File: config.mk
export PLATFORM = sky130hd
export DESIGN_NAME = gessm_dot_acc
export DESIGN_NICKNAME = d
export VERILOG_FILES = /design/src/rtl/gessm_dot_acc_pkg.sv /design/src/rtl/gessm_sat_add.sv /design/src/rtl/gessm_dot_acc.sv
export SDC_FILE = /design/constraint.sdc
export NUM_CORES = 1
export LEC_CHECK = 0
export ABC_AREA = 1
export CAP_MARGIN = 20
export CORE_MARGIN = 3
export CORE_UTILIZATION = 45
export CTS_BUF_LIST = sky130_fd_sc_hd__clkbuf_16
export CTS_CLUSTER_SIZE = 40
export DETAILED_ROUTE_END_ITERATION = 10
export PLACE_DENSITY_LB_ADDON = 0.1
export SYNTH_ARGS = -nofsm -noshare
export SYNTH_HDL_FRONTEND = slang
export SYNTH_HIERARCHICAL = 1
export SYNTH_SLANG_ARGS = --single-unit
File: constraint.sdc
create_clock -name clk -period 3.6 [get_ports clk]
set_input_delay 0.36 -clock clk [delete_from_list [all_inputs] [get_ports clk]]
set_output_delay 0.36 -clock clk [all_outputs]
set_load 0.005 [all_outputs]
File: src/rtl/gessm_dot_acc_pkg.sv
// Shared definitions for the gessm dot-product accumulation stage and later MAC variants.
package gessm_dot_acc_pkg;
  localparam int GESSM_PW    = 32;
  localparam int GESSM_AW    = 40;
  localparam int GESSM_LEN_W = 8;

  typedef enum logic [1:0] {
    ST_IDLE  = 2'd0,
    ST_ACCUM = 2'd1,
    ST_HOLD  = 2'd2
  } state_e;
endpackage

File: src/rtl/gessm_sat_add.sv
// AW-bit unsigned saturating adder; a carry-out clamps the sum to all-ones.
module gessm_sat_add #(
  parameter int AW = 40
) (
  input  logic [AW-1:0] a,
  input  logic [AW-1:0] b,
  output logic [AW-1:0] sum,
  output logic          ovf
);
  logic [AW:0] raw;

  assign raw = {1'b0, a} + {1'b0, b};
  assign ovf = raw[AW];
  assign sum = raw[AW] ? {AW{1'b1}} : raw[AW-1:0];
endmodule

File: src/rtl/gessm_dot_acc.sv
// Sums LEN unsigned products into a saturating accumulator and hands the result
// out on a valid/ready port; one job in flight at a time.
module gessm_dot_acc
  import gessm_dot_acc_pkg::*;
#(
  parameter int PW    = GESSM_PW,
  parameter int AW    = GESSM_AW,
  parameter int LEN_W = GESSM_LEN_W
) (
  input  logic             clk,
  input  logic             rst,
  input  logic             start,
  input  logic [LEN_W-1:0] len,
  input  logic             p_valid,
  input  logic [PW-1:0]    p_data,
  output logic             p_ready,
  output logic             acc_valid,
  output logic [AW-1:0]    acc_data,
  output logic             acc_ovf,
  input  logic             acc_ready,
  output logic             busy
);
  state_e           state, state_nx;
  logic [LEN_W-1:0] cnt;
  logic [AW-1:0]    acc, sum, p_ext;
  logic             ovf, sum_ovf;
  logic             beat, last;

  assign p_ext = AW'(p_data);
  assign beat  = p_valid && (state == ST_ACCUM);
  assign last  = beat && (cnt == LEN_W'(1));

  gessm_sat_add #(.AW(AW)) u_add (
    .a   (acc),
    .b   (p_ext),
    .sum (sum),
    .ovf (sum_ovf)
  );

  always_comb begin
    state_nx = state;
    case (state)
      ST_IDLE:  if (start) state_nx = (len == '0) ? ST_HOLD : ST_ACCUM;
      ST_ACCUM: if (last) state_nx = ST_HOLD;
      ST_HOLD:  if (acc_ready) state_nx = ST_IDLE;
      default:  state_nx = ST_IDLE;
    endcase
  end

  always_ff @(posedge clk) begin
    if (rst) state <= ST_IDLE;
    else     state <= state_nx;
  end

  // ovf is sticky per job; a saturated acc stays all-ones since any further add carries.
  always_ff @(posedge clk) begin
    if (rst) begin
      acc <= '0;
      cnt <= '0;
      ovf <= 1'b0;
    end else if (state == ST_IDLE && start) begin
      acc <= '0;
      cnt <= len;
      ovf <= 1'b0;
    end else if (beat) begin
      acc <= sum;
      cnt <= cnt - LEN_W'(1);
      ovf <= ovf | sum_ovf;
    end
  end

  // Outputs are pure decodes of registered state, so no input reaches them combinationally.
  assign p_ready   = (state == ST_ACCUM);
  assign acc_valid = (state == ST_HOLD);
  assign busy      = (state != ST_IDLE);
  assign acc_data  = acc;
  assign acc_ovf   = ovf;
endmodule

==> metrics.txt, run 1 <==
status=finished, final reports clean; GP Congestion=0.960; Post-CTS Setup Bufs=0; sequential-to-total area share from yosys stat=18.7%; library cells used by synthesis=35; diode count=0; most common cell after layout, fill and taps aside=nand2_1; Worst Max-Slew Pin Slew=0.905 ns; min-delay worst type=reg2reg; Slew headroom=39.5%; most frequent cells in the layout=nand2_1 (385), inv_1 (153), clkdlybuf4s50_1 (88); hold buffer count at CTS=0; GRT Overall Usage=25.1%; DRT antenna net count=0; Worst-path clk slew=0.07 ns; clk_lat worst skew=0.30 ns; Crit path required time=3.78 ns; Logic pwr share=40.3%; crit-path max FO=33; share of cells above drive strength 1=5.01%; power share of the clock group=29.2%; drt first-iter violations=351; final setup vio count=0; Synth Cell Area=5470 um^2; Num Clock Sinks=51; startpoint types=input pin; final wirelength=16,400 um; die area=13,500 um^2; pwr/cell area=321 nW/um^2; fmax=370 MHz; unrepaired setup endpoints after global routing=no; Die H=116 um; Hold Crit Start=acc_ovf; Net Sw Frac=36.7%; Starting Density=46.9%; share of power burned in registers=30.6%; register bit total from synthesis=51; Register-to-Register Path Depth=13; P&R area growth vs syn=21.4%; largest net degree at the start of global routing=45; net switching power figure=0.783 mW; Worst Hold End=acc_ovf; Final Power=2.13 mW; Nets=1,145; total grt overflow=0; HPWL Detailed=13,300 um; maximum root-to-sink buffer count=2; core area=11,700 um^2; asr flop ratio synth=0%; DRC viols=0; reg-to-reg endpoint=acc_data[2]; clk root buf=clkbuf_16; Syn Inst Count=970; P_int=1.35 mW; CTS Buf Count=5; setup TNS=0 ns; Crit. End Element=flop; hold path cells=2; post-cts sizing count=0; Peak VDD IR=0.193 mV; Arr. time, crit path=2.88 ns; CTS tree=done; FF-to-FF Start=acc_data[0]; Post-synth top flop=dfxtp_1; first-pass GRT wire length=27,200 um; number of port buffers=88; Slew Viols, Final=0; part of the cycle the worst path needs=75.0%; number of global-route vias before repair=5,489; Ys Warns=6; area of the multi-input gates=3740 um^2; H-tree Lvls=2; Syn Area/Cell=5.64 um^2; die width=116 um; Setup CP Type=in2reg; I/O Pins=89; Pleak=3.39 nW; maximum capacitance violations=0; DR WL/cell=13.7 um; # rows=39; Min Clock Period, post-route=2.70 ns; via/cell ratio=4.96; FF/Latch Area=1020 um^2; vias=5,952; final hold vios=0; initial antenna violation count=0; Detailed Routing Iterations Pass 1=5; fillers=1,255; Setup Skew=0.00418 ns; EDFF count, synth=0; r2r setup slk=1.00 ns
## cell type report
cell class	instances	share of cell area, %
tap	143	2.70
clock inverter	3	0.962
sequential	51	15.4
clock buffer	5	1.89
multi-input combinational	752	56.4
timing repair buffer	91	13.8
inverter	156	8.83
## per-layer routing
metal  GRT usage [%]  routed length (um)  vias to the layer above  part of all wire (%)
met4            5.18                 236                        0                   1.4
met1            36.4                8360                     2633                    51
met3            3.37                 656                       19                   4.0
met2            39.8                7140                      138                    44
met5               0                   0                        -                     0
li1                -                   -                     3162                     -
## cell usage after synthesis (2+ instances only)
cell type / count / area [um^2]
a31oi_1: 3 / 18.8
buf_2: 8 / 40.0
xnor2_1: 21 / 184
o21a_1: 2 / 15.0
nand2_1: 385 / 1450
inv_1: 152 / 571
inv_2: 4 / 15.0
or2_2: 2 / 12.5
dfxtp_1: 51 / 1020
o21ai_1: 7 / 35.0
buf_6: 8 / 90.1
nor2_1: 83 / 312
and2_1: 3 / 18.8
nand2_2: 17 / 106
nand3_2: 2 / 20.0
nand3_1: 59 / 295
nor2_4: 2 / 22.5
o21ai_0: 16 / 80.1
a21oi_2: 11 / 96.3
xor2_1: 2 / 17.5
ha_1: 42 / 526
nor3_1: 5 / 25.0
nor2_2: 2 / 12.5
a21oi_1: 67 / 335
nand4_1: 2 / 12.5
o21bai_1: 3 / 22.5
nand3b_1: 3 / 22.5
## per-stage QoR
step           setup slack [ns]  utilization, %  instance area [um^2]  hold slack (ns)  instances
2_1_floorplan              1.44               -                  5490            0.447        977
3_3_place_gp              0.659            55.3                  6450            0.442       1193
3_5_place_dp              0.605            55.3                  6450            0.445       1193
4_1_cts                   0.933            56.9                  6640            0.455       1201
5_1_grt                   0.711            56.9                  6640            0.488       1201
6_report                  0.899            56.9                  6640            0.456       1201
## how the worst max path moves through the flow
| stage | cells past startpoint | endpoint | from | slack (ns) |
|---|---|---|---|---|
| floorplan | 13 | acc_data[36] | p_data[0] | 1.44 |
| global placement | 14 | acc_data[2] | p_data[0] | 0.66 |
| detailed placement | 14 | acc_data[2] | p_data[0] | 0.61 |
| CTS | 14 | acc_data[2] | p_data[0] | 0.93 |
| global route | 14 | acc_data[2] | p_data[0] | 0.71 |
| finish | 14 | acc_data[2] | p_data[0] | 0.90 |
## power groups by stage
stage | Clock [mW] | Sequential [mW] | Combinational [mW]
floorplan | 0 | 0.660 | 0.601
global placement | 0 | 0.664 | 0.850
detailed placement | 0 | 0.664 | 0.850
CTS | 0.644 | 0.652 | 0.857
global route | 0.670 | 0.660 | 0.974
finish | 0.622 | 0.652 | 0.859
## cells by family after synthesis
kind of cell             synth area share (%)
AO/OA/AOI/OAI                            11.5
adder cells (fa/ha/maj)                  9.98
AND/OR/NAND/NOR                          42.8
other                                  0.0686
flip-flops                               18.7
buffers and inverters                    13.3
XOR/XNOR                                 3.68
## state kept, by name (all words and copies together), names as in the netlist
name	cells
acc_data	40
acc_ovf	1
cnt	8
state	2
## worst max-delay path, cell delays in order
cell,delay (ns)
clkdlybuf4s50_1,0.40
ha_1,0.22
fa_1,0.43
nand2_1,0.12
nand3_1,0.08
nand3_1,0.09
nand2_2,0.08
nand2_1,0.10
nand3b_4,0.11
a21oi_4,0.33
buf_12,0.26
o21ai_0,0.14
nand2_2,0.09
a21oi_2,0.05
No activity file was read; power rests on OpenSTA's default activity.
==> run 2, diff against run 1 <==
- clock period: 3.6 -> 2.8 ns (I/O delays scaled with it)
==> run 2 against run 1 <==
Against the previous run:
- non-clock buffer count increased by 6
- register-to-register slack got worse by 0.55 ns
- combinational power is 29% higher
- global-route usage decreased by 0.71 points
- clock-buffer cell count did not move
- worst hold slack got worse by 0.0061 ns
- critical path type unchanged
- critical endpoint unchanged
==> metrics.txt, run 2 (synthesis results as in run 1) <==
# rows=39 (unchanged); FF-to-FF Start=acc_data[0]; die width=116 um (unchanged); Num Clock Sinks=51 (unchanged); fin cells=1,207 (+0.50%); max incr delay on CP=0.40 ns (-0.03 ns); fin area=6640 um^2 (about the same); clk root buf=clkbuf_16; placed instance area=6490 um^2 (+0.70%); number of port buffers=88 (unchanged); Setup Skew=0.00498 ns (+0.000800 ns); Logic pwr share=43.2% (+2.9 points); diode count=0 (unchanged); reg-to-reg endpoint=acc_data[2]; P_int=1.56 mW (+16%); Nets=1,151 (+0.52%); part of the cycle the worst path needs=84.8%; maximum root-to-sink buffer count=2 (unchanged); crit-path max FO=30 (-9.1%); status=finished, final reports clean; die area=13,500 um^2 (unchanged); Worst Hold End=acc_ovf; total grt overflow=0 (unchanged); Final Power=2.58 mW (+21%); I/O Pins=89 (unchanged); DR WL/cell=13.3 um (-2.5%); core area=11,700 um^2 (unchanged); Crit path required time=2.98 ns (-0.80 ns); DRT antenna net count=0 (unchanged); GP Congestion=0.977 (+1.7%); Setup CP Type=in2reg; Post-CTS Setup Bufs=0 (unchanged); Register-to-Register Path Depth=13 (unchanged); max reg flops=40 (unchanged); final hold vios=0 (unchanged); WP buf/inv=2 (unchanged); r2r setup slk=0.45 ns (-0.55 ns); net switching power figure=1.02 mW (+30%); Arr. time, crit path=2.55 ns (-0.33 ns); final setup vio count=0 (unchanged); Critical-path top delay cell=clkdlybuf4s50_1; Min Clock Period, post-route=2.37 ns; clk_lat worst skew=0.31 ns (about the same); HPWL Detailed=12,900 um (-2.6%); setup TNS=0 ns (unchanged); drt first-iter violations=384 (+9.4%); final wirelength=16,100 um (-2.0%); most common cell after layout, fill and taps aside=nand2_1; Crit. End Element=flop; largest net degree at the start of global routing=42 (-6.7%); GRT Overall Usage=24.4% (-0.71 points); CP cell instances=clkdlybuf4s50_1 -> ha_1 -> fa_1 -> nand2_1 -> nand3_1 -> nand3_1 -> nand2_2 -> nand2_1 -> nand3b_4 -> a21oi_4 -> buf_12 -> o21ai_0 -> nand2_2 -> a21oi_2; first-pass GRT wire length=26,500 um (-2.5%); min-delay worst type=reg2reg; Starting Density=46.9% (unchanged); Worst Max-Slew Pin Slew=0.552 ns (-0.353 ns); hold path cells=2 (unchanged); Inst Count DP=1,199 (+0.50%); DRC viols=0 (unchanged); Die H=116 um (unchanged); CTS Buf Count=5 (unchanged); startpoint types=input pin; initial antenna violation count=0 (unchanged); Slew Viols, Final=0 (unchanged); Worst-path clk slew=0.07 ns (about the same); number of global-route vias before repair=5,501 (+0.22%); Net Sw Frac=39.4% (+2.7 points); post-cts sizing count=0 (unchanged); pwr/cell area=389 nW/um^2 (+21%); share of cells above drive strength 1=5.64% (+0.63 points); share of power burned in registers=32.4% (+1.8 points); CP top delay family=simple AND/OR/NAND/NOR gates; unrepaired setup endpoints after global routing=no; H-tree Lvls=2 (unchanged); maximum capacitance violations=0 (unchanged); dpl ws=0.116 ns (-0.489 ns); Peak VDD IR=0.297 mV (+54%); P&R area growth vs syn=21.4% (about the same); Hold Crit Start=acc_ovf; Pleak=3.39 nW (about the same); power share of the clock group=24.4% (-4.8 points); fmax=421 MHz; Worst Slack Setup Final=0.427 ns (-0.472 ns); Detailed Routing Iterations Pass 1=5 (unchanged); hold buffer count at CTS=0 (unchanged); vias=5,943 (-0.15%); CTS tree=done; most frequent cells in the layout=nand2_1 (385), inv_1 (152), clkdlybuf4s50_1 (88); Slew headroom=63.2% (+24 points); via/cell ratio=4.92 (-0.65%)
## run 2: worst max path at each step
stage	depth (start not counted)	from	end	slack [ns]
4_1_cts	14	p_data[0]	acc_data[2]	0.44
5_1_grt	14	p_data[0]	acc_data[38]	0.29
3_5_place_dp	14	p_data[0]	acc_data[2]	0.12
2_1_floorplan	13	acc_data[0]	acc_data[36]	0.65
3_3_place_gp	14	p_data[8]	acc_data[33]	0.17
6_report	14	p_data[0]	acc_data[2]	0.43
## run 2: layout make-up
cell class | instances | area (um^2)
fillers | 1274 | 5030
multi-input cells | 752 | 3740
flip-flops and latches | 51 | 1020
repair buffers | 97 | 961
inverters | 156 | 586
well taps | 143 | 179
clock buffers | 5 | 125
clock inverters | 3 | 20.0
## run 2: through the flow
step                      hold WS, ns  utilization, %
after floorplan                 0.446               -
after global placement          0.439            55.7
after CTS                       0.452            56.9
final                           0.450            56.9
after detailed placement        0.441            55.7
after global routing            0.475            56.9
## run 2: worst reg2reg max path, cell delays in order (launching register included)
cell and delay (ns):
dfxtp_1 0.33, ha_1 0.24, fa_1 0.39, nand2_1 0.10
nand3_1 0.08, nand3_1 0.09, nand2_2 0.09, nand2_1 0.12
nand3b_4 0.11, a21oi_4 0.18, buf_12 0.20, o21ai_0 0.14
nand2_2 0.09, a21oi_2 0.05
## run 2: routing by layer
metal  GRT usage (%)  wire, um  vias up
li1                -         -     3169
met1            34.8      7870     2598
met2            38.7      7030      163
met3            3.06       956       13
met4            6.65       205        0
met5               0         0        -
## run 2: power by group through the flow
stage	Sequential, mW	Clock (mW)	Combinational [mW]
floorplan	0.849	0	0.773
global placement	0.854	0	1.10
detailed placement	0.854	0	1.10
CTS	0.837	0.653	1.11
global route	0.846	0.682	1.25
finish	0.838	0.630	1.11
